### src/rtl/clock_pkg.sv
// ---------------------------------------------------------------------------
// clock_pkg
//   Shared types and constants for the clock datapath field counters.
//   bcd_digit_t    : one BCD digit (0..9 in a 4-bit container)
//   repeat_state_t : per-button auto-repeat state
//   BCD_MAX        : largest value two BCD digits can show
// ---------------------------------------------------------------------------
package clock_pkg;

    typedef logic [3:0] bcd_digit_t;

    typedef enum logic [1:0] {
        RPT_IDLE,
        RPT_FIRST,
        RPT_HOLD,
        RPT_REPEAT
    } repeat_state_t;

    localparam int BCD_MAX = 99;

endpackage

### src/rtl/bcd_split.sv
// ---------------------------------------------------------------------------
// bcd_split
//   Combinational binary -> two-digit BCD split, shared by all field counters.
//   Ports:
//     bin   in  W  binary value, expected range 0..99
//     tens  out 4  bin / 10
//     units out 4  bin % 10
// ---------------------------------------------------------------------------
module bcd_split
    import clock_pkg::*;
#(
    parameter int W = 7
) (
    input  logic [W-1:0] bin,
    output bcd_digit_t   tens,
    output bcd_digit_t   units
);

    logic [31:0] bin_ext;

    // Division by a constant; synthesis reduces this to a small combinational net.
    always_comb begin
        bin_ext = 32'(bin);
        tens    = bcd_digit_t'(bin_ext / 32'd10);
        units   = bcd_digit_t'(bin_ext % 32'd10);
    end

endmodule

### src/rtl/time_field_counter.sv
// ---------------------------------------------------------------------------
// time_field_counter
//   Generic time field (seconds/minutes/hours/days/months). Counts from
//   MIN_VAL up to a runtime-limited maximum, exposes binary and BCD views,
//   and emits a registered carry pulse when it wraps in count mode.
//   Set mode steps the value with inc/dec buttons (wrapping both ways).
//   Optional build macro: HOLD_REPEAT_EN enables button auto-repeat.
//   Ports:
//     clk_1s    in  1  clock, all state changes on rising edge
//     rstn      in  1  synchronous active-low reset
//     count_en  in  1  carry-in / tick, advances by one in count mode
//     set_mode  in  1  1 = set mode (inc/dec active, count_en ignored)
//     inc, dec  in  1  level buttons, rising edge = one step
//     load      in  1  strobe: value <= load_val limited to legal range
//     load_val  in  W  load data
//     max_val   in  W  runtime upper limit
//     value     out W  current binary value
//     tens      out 4  BCD tens digit
//     units     out 4  BCD units digit
//     at_max    out 1  value equals effective maximum
//     carry_out out 1  one-cycle pulse on wrap to MIN_VAL in count mode
// ---------------------------------------------------------------------------
module time_field_counter
    import clock_pkg::*;
#(
    parameter int MIN_VAL    = 0,
    parameter int MAX_VAL    = 59,
    parameter int RST_VAL    = 0,
    parameter int W          = 7,
    parameter int REPEAT_DLY = 8,
    parameter int REPEAT_PER = 4
) (
    input  logic         clk_1s,
    input  logic         rstn,
    input  logic         count_en,
    input  logic         set_mode,
    input  logic         inc,
    input  logic         dec,
    input  logic         load,
    input  logic [W-1:0] load_val,
    input  logic [W-1:0] max_val,
    output logic [W-1:0] value,
    output bcd_digit_t   tens,
    output bcd_digit_t   units,
    output logic         at_max,
    output logic         carry_out
);

    if (MAX_VAL > BCD_MAX || MIN_VAL > MAX_VAL || RST_VAL < MIN_VAL ||
        RST_VAL > MAX_VAL || (1 << W) <= MAX_VAL ||
        REPEAT_DLY < 1 || REPEAT_PER < 1) begin : g_param_check
        $error("time_field_counter: illegal parameter combination");
    end

    localparam logic [W-1:0] MIN_W = W'(MIN_VAL);
    localparam logic [W-1:0] MAX_W = W'(MAX_VAL);
    localparam logic [W-1:0] RST_W = W'(RST_VAL);

    // Buttons as a vector: bit 0 = inc, bit 1 = dec.
    logic [1:0] btn;
    logic [1:0] btn_q;
    logic [1:0] press;
    logic [1:0] step;

    assign btn   = {dec, inc};
    assign press = btn & ~btn_q & {2{set_mode}};

    // NOTE: reset is synchronous, so it is only tested inside the clocked block.
    always_ff @(posedge clk_1s) begin
        if (!rstn) begin
            btn_q <= '0;
        end else begin
            // NOTE: non-blocking assignment for every state register.
            btn_q <= btn;
        end
    end

`ifdef HOLD_REPEAT_EN
    localparam int RC_W = $clog2(REPEAT_DLY + REPEAT_PER + 1);

    repeat_state_t   rpt_q [2];
    repeat_state_t   rpt_d [2];
    logic [RC_W-1:0] cnt_q [2];
    logic [RC_W-1:0] cnt_d [2];

    always_ff @(posedge clk_1s) begin
        for (int i = 0; i < 2; i++) begin
            if (!rstn) begin
                rpt_q[i] <= RPT_IDLE;
                cnt_q[i] <= '0;
            end else begin
                rpt_q[i] <= rpt_d[i];
                cnt_q[i] <= cnt_d[i];
            end
        end
    end

    // HOLD counts held cycles until REPEAT_DLY have elapsed; REPEAT then
    // emits a step whenever its phase counter is back at zero.
    always_comb begin
        for (int i = 0; i < 2; i++) begin
            // NOTE: defaults first so no path leaves a variable unassigned (no latch).
            rpt_d[i] = rpt_q[i];
            cnt_d[i] = cnt_q[i];
            step[i]  = 1'b0;
            unique case (rpt_q[i])
                RPT_IDLE: begin
                    if (press[i]) rpt_d[i] = RPT_FIRST;
                end
                RPT_FIRST: begin
                    step[i]  = 1'b1;
                    rpt_d[i] = RPT_HOLD;
                    cnt_d[i] = RC_W'(1);
                end
                RPT_HOLD: begin
                    if (cnt_q[i] >= RC_W'(REPEAT_DLY - 1)) begin
                        rpt_d[i] = RPT_REPEAT;
                        cnt_d[i] = '0;
                    end else begin
                        cnt_d[i] = cnt_q[i] + RC_W'(1);
                    end
                end
                RPT_REPEAT: begin
                    step[i]  = (cnt_q[i] == '0);
                    cnt_d[i] = (cnt_q[i] == RC_W'(REPEAT_PER - 1)) ? '0 : cnt_q[i] + RC_W'(1);
                end
                default: rpt_d[i] = RPT_IDLE;
            endcase
            if (rpt_q[i] != RPT_IDLE && (!btn[i] || !set_mode)) begin
                rpt_d[i] = RPT_IDLE;
                cnt_d[i] = '0;
            end
        end
    end
`else
    // One step per press, applied the cycle after the edge is sampled.
    logic [1:0] pend_q;

    always_ff @(posedge clk_1s) begin
        if (!rstn) pend_q <= '0;
        else       pend_q <= press;
    end

    assign step = pend_q;
`endif

    logic [W-1:0] eff_max;
    logic [W-1:0] load_lim;
    logic [W-1:0] value_d;
    logic         carry_d;

    always_comb begin
        if (max_val >= MAX_W)      eff_max = MAX_W;
        else if (max_val <= MIN_W) eff_max = MIN_W;
        else                       eff_max = max_val;

        if (load_val <= MIN_W)        load_lim = MIN_W;
        else if (load_val >= eff_max) load_lim = eff_max;
        else                          load_lim = load_val;
    end

    assign at_max = (value == eff_max);

    // Priority: load > clamp > set-mode step > count.
    always_comb begin
        value_d = value;
        carry_d = 1'b0;
        if (load) begin
            value_d = load_lim;
        end else if (value > eff_max) begin
            value_d = eff_max;
        end else if (set_mode) begin
            if (step[0] && !step[1])
                value_d = at_max ? MIN_W : value + W'(1);
            else if (step[1] && !step[0])
                value_d = (value == MIN_W) ? eff_max : value - W'(1);
        end else if (count_en) begin
            if (at_max) begin
                value_d = MIN_W;
                carry_d = 1'b1;
            end else begin
                value_d = value + W'(1);
            end
        end
    end

    always_ff @(posedge clk_1s) begin
        if (!rstn) begin
            value     <= RST_W;
            carry_out <= 1'b0;
        end else begin
            value     <= value_d;
            carry_out <= carry_d;
        end
    end

    bcd_split #(.W(W)) u_bcd (
        .bin   (value),
        .tens  (tens),
        .units (units)
    );

endmodule

### config.mk
export PLATFORM = sky130hd
export DESIGN_NAME = time_field_counter
export DESIGN_NICKNAME = d
export VERILOG_FILES = /design/src/rtl/clock_pkg.sv /design/src/rtl/bcd_split.sv /design/src/rtl/time_field_counter.sv
export SDC_FILE = /design/constraint.sdc
export NUM_CORES = 1
export LEC_CHECK = 0
export BUFFER_PORTS_ARGS = -buffer_cell sky130_fd_sc_hd__buf_2
export CORE_MARGIN = 10
export CORE_UTILIZATION = 45
export DETAILED_ROUTE_END_ITERATION = 12
export PLACE_DENSITY = 0.7
export SYNTH_ARGS = -nofsm -noshare
export SYNTH_HDL_FRONTEND = slang
export SYNTH_SLANG_ARGS = --single-unit
### constraint.sdc
create_clock -name clk_1s -period 4 [get_ports clk_1s]
set_clock_uncertainty 0.05 [all_clocks]
set_input_delay 1 -clock clk_1s [delete_from_list [all_inputs] [get_ports clk_1s]]
set_output_delay 1 -clock clk_1s [all_outputs]
set_load 0.01 [all_outputs]
==> impl_metrics.py <==
metrics = {
    "detailed_routing": {
        "routed_wl_um": 5423,
        "dr.pass1.iters": 4,
        "vias_per_cell": 5.967,
        "ant_nets": 0,
        "vias": 2011,
        "post_drt_wl_per_cell_um": 16.09,
        "drtIter0Drc": 149,
        "drc": 0,
    },
    "synthesis": {
        "synth.distinct_cells": 68,
        "synth-main-ff-cell": "dfxtp_1",
        "synth_top_area_cell": "dfxtp_1",
        "ys_warn_count": 0,
        "synthesis.instances": 250,
        "synthArstFlopShare": 0,
        "ys_top_cells_by_area": "dfxtp_1 (13%), ha_1 (13%), nand2_1 (4.6%)",
        "syn_area_um2": 1894,
        "synth_edf_count": 0,
        "yosysTopAreaCellShare": 0.1268,
        "synth-seq-area-share": 0.1268,
        "synth.ff_latch_count": 12,
        "syn_avg_cell_area_um2": 7.577,
    },
    "die": {
        "coreArea_um2": 4029,
        "pin_count": 38,
        "fp.dieW_um": 84.88,
        "fp.dieH_um": 84.88,
        "rows": 23,
        "dieArea_um2": 7205,
        "initial_core_util": 0.4702,
    },
    "clock_tree": {
        "cts_buffers": 3,
        "clk_latency_ps": 250,
        "cts_setup_buffers": 0,
        "clockBufferDepth": 2,
        "cts_sinks": 12,
        "cts_tree": "done",
        "cts_root_buf": "clkbuf_8",
        "cts.clk_slew.worst_paths_ps": 50,
        "h-tree-depth": 1,
    },
    "global_routing": {
        "grt_pass1_wl_um": 9480,
        "first_global_vias": 2005,
        "grt_usage": 0.1492,
        "grt_max_degree": 26,
        "grt_overflow": 0,
        "antenna_found_initial": 0,
    },
    "pwr": {
        "finalPower_mw": 0.7228,
        "irDropWorstVdd_mv": 0.1433,
        "p_per_area_nw_per_um2": 332.4,
        "power.leakage_nw": 0.9823,
    },
    "timing": {
        "whs_ps": 455.9,
        "finalCriticalPeriod_ps": 3805,
        "setup_viol": 0,
        "final_max_slew_viol_count": 0,
        "worst_pin_slew_ps": 775.6,
        "max_slew_margin": 0.4762,
        "grt_setup_unrepaired": "false",
        "hold_viol": 0,
        "fmax_mhz": 262.8,
        "fin_setup_tns_ps": 0,
        "finalCritPeriodShare": 0.9512,
    },
    "outcome": {
        "status": "finished, final reports clean",
    },
    "critical_path": {
        "slowest_delay_ps": 440,
        "critPathBufInv": 2,
        "cp.arrival_ps": 2750,
        "crit_required_ps": 2950,
        "cp_max_fo": 7,
        "setup.worst_path.start_class": "register",
        "path_cells": "nor2_1 -> inv_1 -> ha_1 -> nand2b_4 -> or4_4 -> o2111a_4 -> or2_4 -> o221ai_4 -> o211ai_1 -> o41ai_1 -> buf_2",
        "path_class": "reg2out",
        "cp-end-kind": "primary output",
        "crit_family": "simple AND/OR/NAND/NOR gates",
        "crit_slowest_cell": "or4_4",
    },
    "layout": {
        "synthToLayoutAreaGrowth_pct": 14.80,
        "fillCellCount": 407,
        "design_area_um2": 2175,
        "nets": 328,
        "drive_above_1_share": 0.2613,
        "diodes": 0,
    },
    "flow_run": {
        "max_cap_viol_count": 0,
    },
    "placement": {
        "place_congestion": 0.9020,
        "postPlaceCellArea_um2": 2112,
        "port_buffers": 37,
        "post-dp-hpwl_um": 4282,
    },
    "min_path": {
        "hp-class": "reg2reg",
    },
}
==> sequential cells by signal, indices dropped and copies added (netlist names) <==
register and count:
btn_q 2, carry_out 1, pend_q 2, value 7
==> power by group <==
group	leakage [nW]	internal [mW]	total (mW)	switching [mW]
clock network	0.0288	0.0872	0.134	0.0473
registers	0.0992	0.131	0.147	0.0161
logic	0.854	0.190	0.442	0.252
==> cell families (layout without fill, tap and decap cells) <==
family / after synthesis / count (layout) / synth area share
adders and majority gates: 19 / 19 / 0.1255
muxes: 3 / 3 / 0.01585
xor gates and xnor gates: 2 / 2 / 0.009249
AOI/OAI and AO/OA: 87 / 87 / 0.3540
buffers and inverters: 25 / 61 / 0.07332
DFF: 12 / 12 / 0.1268
other: 1 / 2 / 0.001980
and+or+nand+nor: 101 / 101 / 0.2933
==> layout make-up <==
type | instances | area (µm²) | share of cell area
tap | 50 | 62.56 | 0.02877
clock buffer | 4 | 55.05 | 0.02532
sequential | 12 | 240.2 | 0.1105
inverter | 12 | 45.04 | 0.02071
timing repair buffer | 45 | 245.2 | 0.1128
multi-input combinational | 214 | 1526 | 0.7020
==> Yosys cell counts, types with 3 or more instances <==
library cell	instances
nand2_1	23
ha_1	19
a21oi_1	17
o21ai_0	17
nor2_1	16
dfxtp_1	12
inv_1	10
nand3_1	10
and2_1	7
nand2b_1	6
nor2b_1	6
o22ai_1	6
a31oi_1	5
clkbuf_1	5
o221a_2	5
or2_2	5
a21o_1	4
nor4_1	4
a211oi_1	3
and3b_1	3
mux2i_1	3
nor3_1	3
o2bb2ai_1	3
==> worst register-to-register path, cell delays in order, from the launching register on <==
cell      delay [ps]
dfxtp_1          780
ha_1             350
nand2_1           70
or3_1            180
inv_2             90
or2_2            310
o211ai_2          80
or2_0            440
o21ai_0          180
o221a_2          260
==> metal layers <==
layer / GRT usage / up-vias / part of all wire
li1: - / 1021 / -
met1: 0.1990 / 933 / 0.47
met2: 0.2464 / 53 / 0.48
met3: 0.02390 / 4 / 0.048
met4: 0.02844 / 0 / 0.0070
met5: 0 / - / 0
==> final timing paths <==
kind              cells after the start  startpoint   endpoint  slack [ps]
hold reg to reg                       1    btn_q[1]  pend_q[1]         460
setup reg to reg                      9    value[2]   value[0]        1120
setup / recovery                     11    value[5]   units[3]         200
hold / removal                        1    btn_q[1]  pend_q[1]         460
==> metrics by stage <==
| stage | setup WS, ps | instances | util |
|---|---|---|---|
| detailed placement | 264.3 | 333 | 0.5242 |
| global route | 30.32 | 337 | 0.5398 |
| CTS | 89.12 | 337 | 0.5379 |
| floorplan | 327.1 | 251 | - |
| finish | 195.2 | 337 | 0.5398 |
| global placement | 307.5 | 333 | 0.5242 |
==> cell usage in the layout (no fill, tap or decap), drive strengths merged, types with 2 or more instances in the layout <==
| cell type | n |
|---|---|
| a211oi | 3 |
| a21o | 4 |
| a21oi | 17 |
| a31oi | 6 |
| and2 | 7 |
| and3b | 4 |
| buf | 45 |
| clkbuf | 4 |
| conb | 2 |
| dfxtp | 12 |
| ha | 19 |
| inv | 12 |
| mux2i | 3 |
| nand2 | 24 |
| nand2b | 6 |
| nand3 | 10 |
| nor2 | 16 |
| nor2b | 6 |
| nor3 | 3 |
| nor4 | 4 |
| o211ai | 3 |
| o21ai | 17 |
| o21bai | 2 |
| o221a | 5 |
| o221ai | 3 |
| o22ai | 6 |
| o2bb2ai | 3 |
| o32ai | 2 |
| o41ai | 2 |
| or2 | 8 |
| or2b | 2 |
| or3 | 3 |
| or4 | 3 |
==> what timing repair did <==
action | 4_1_cts | 5_1_grt
hold buffers | 0 | 0
gates resized for setup | 0 | 2
setup endpoints to repair | 0 | 2
(Power assumes the default switching activity.)
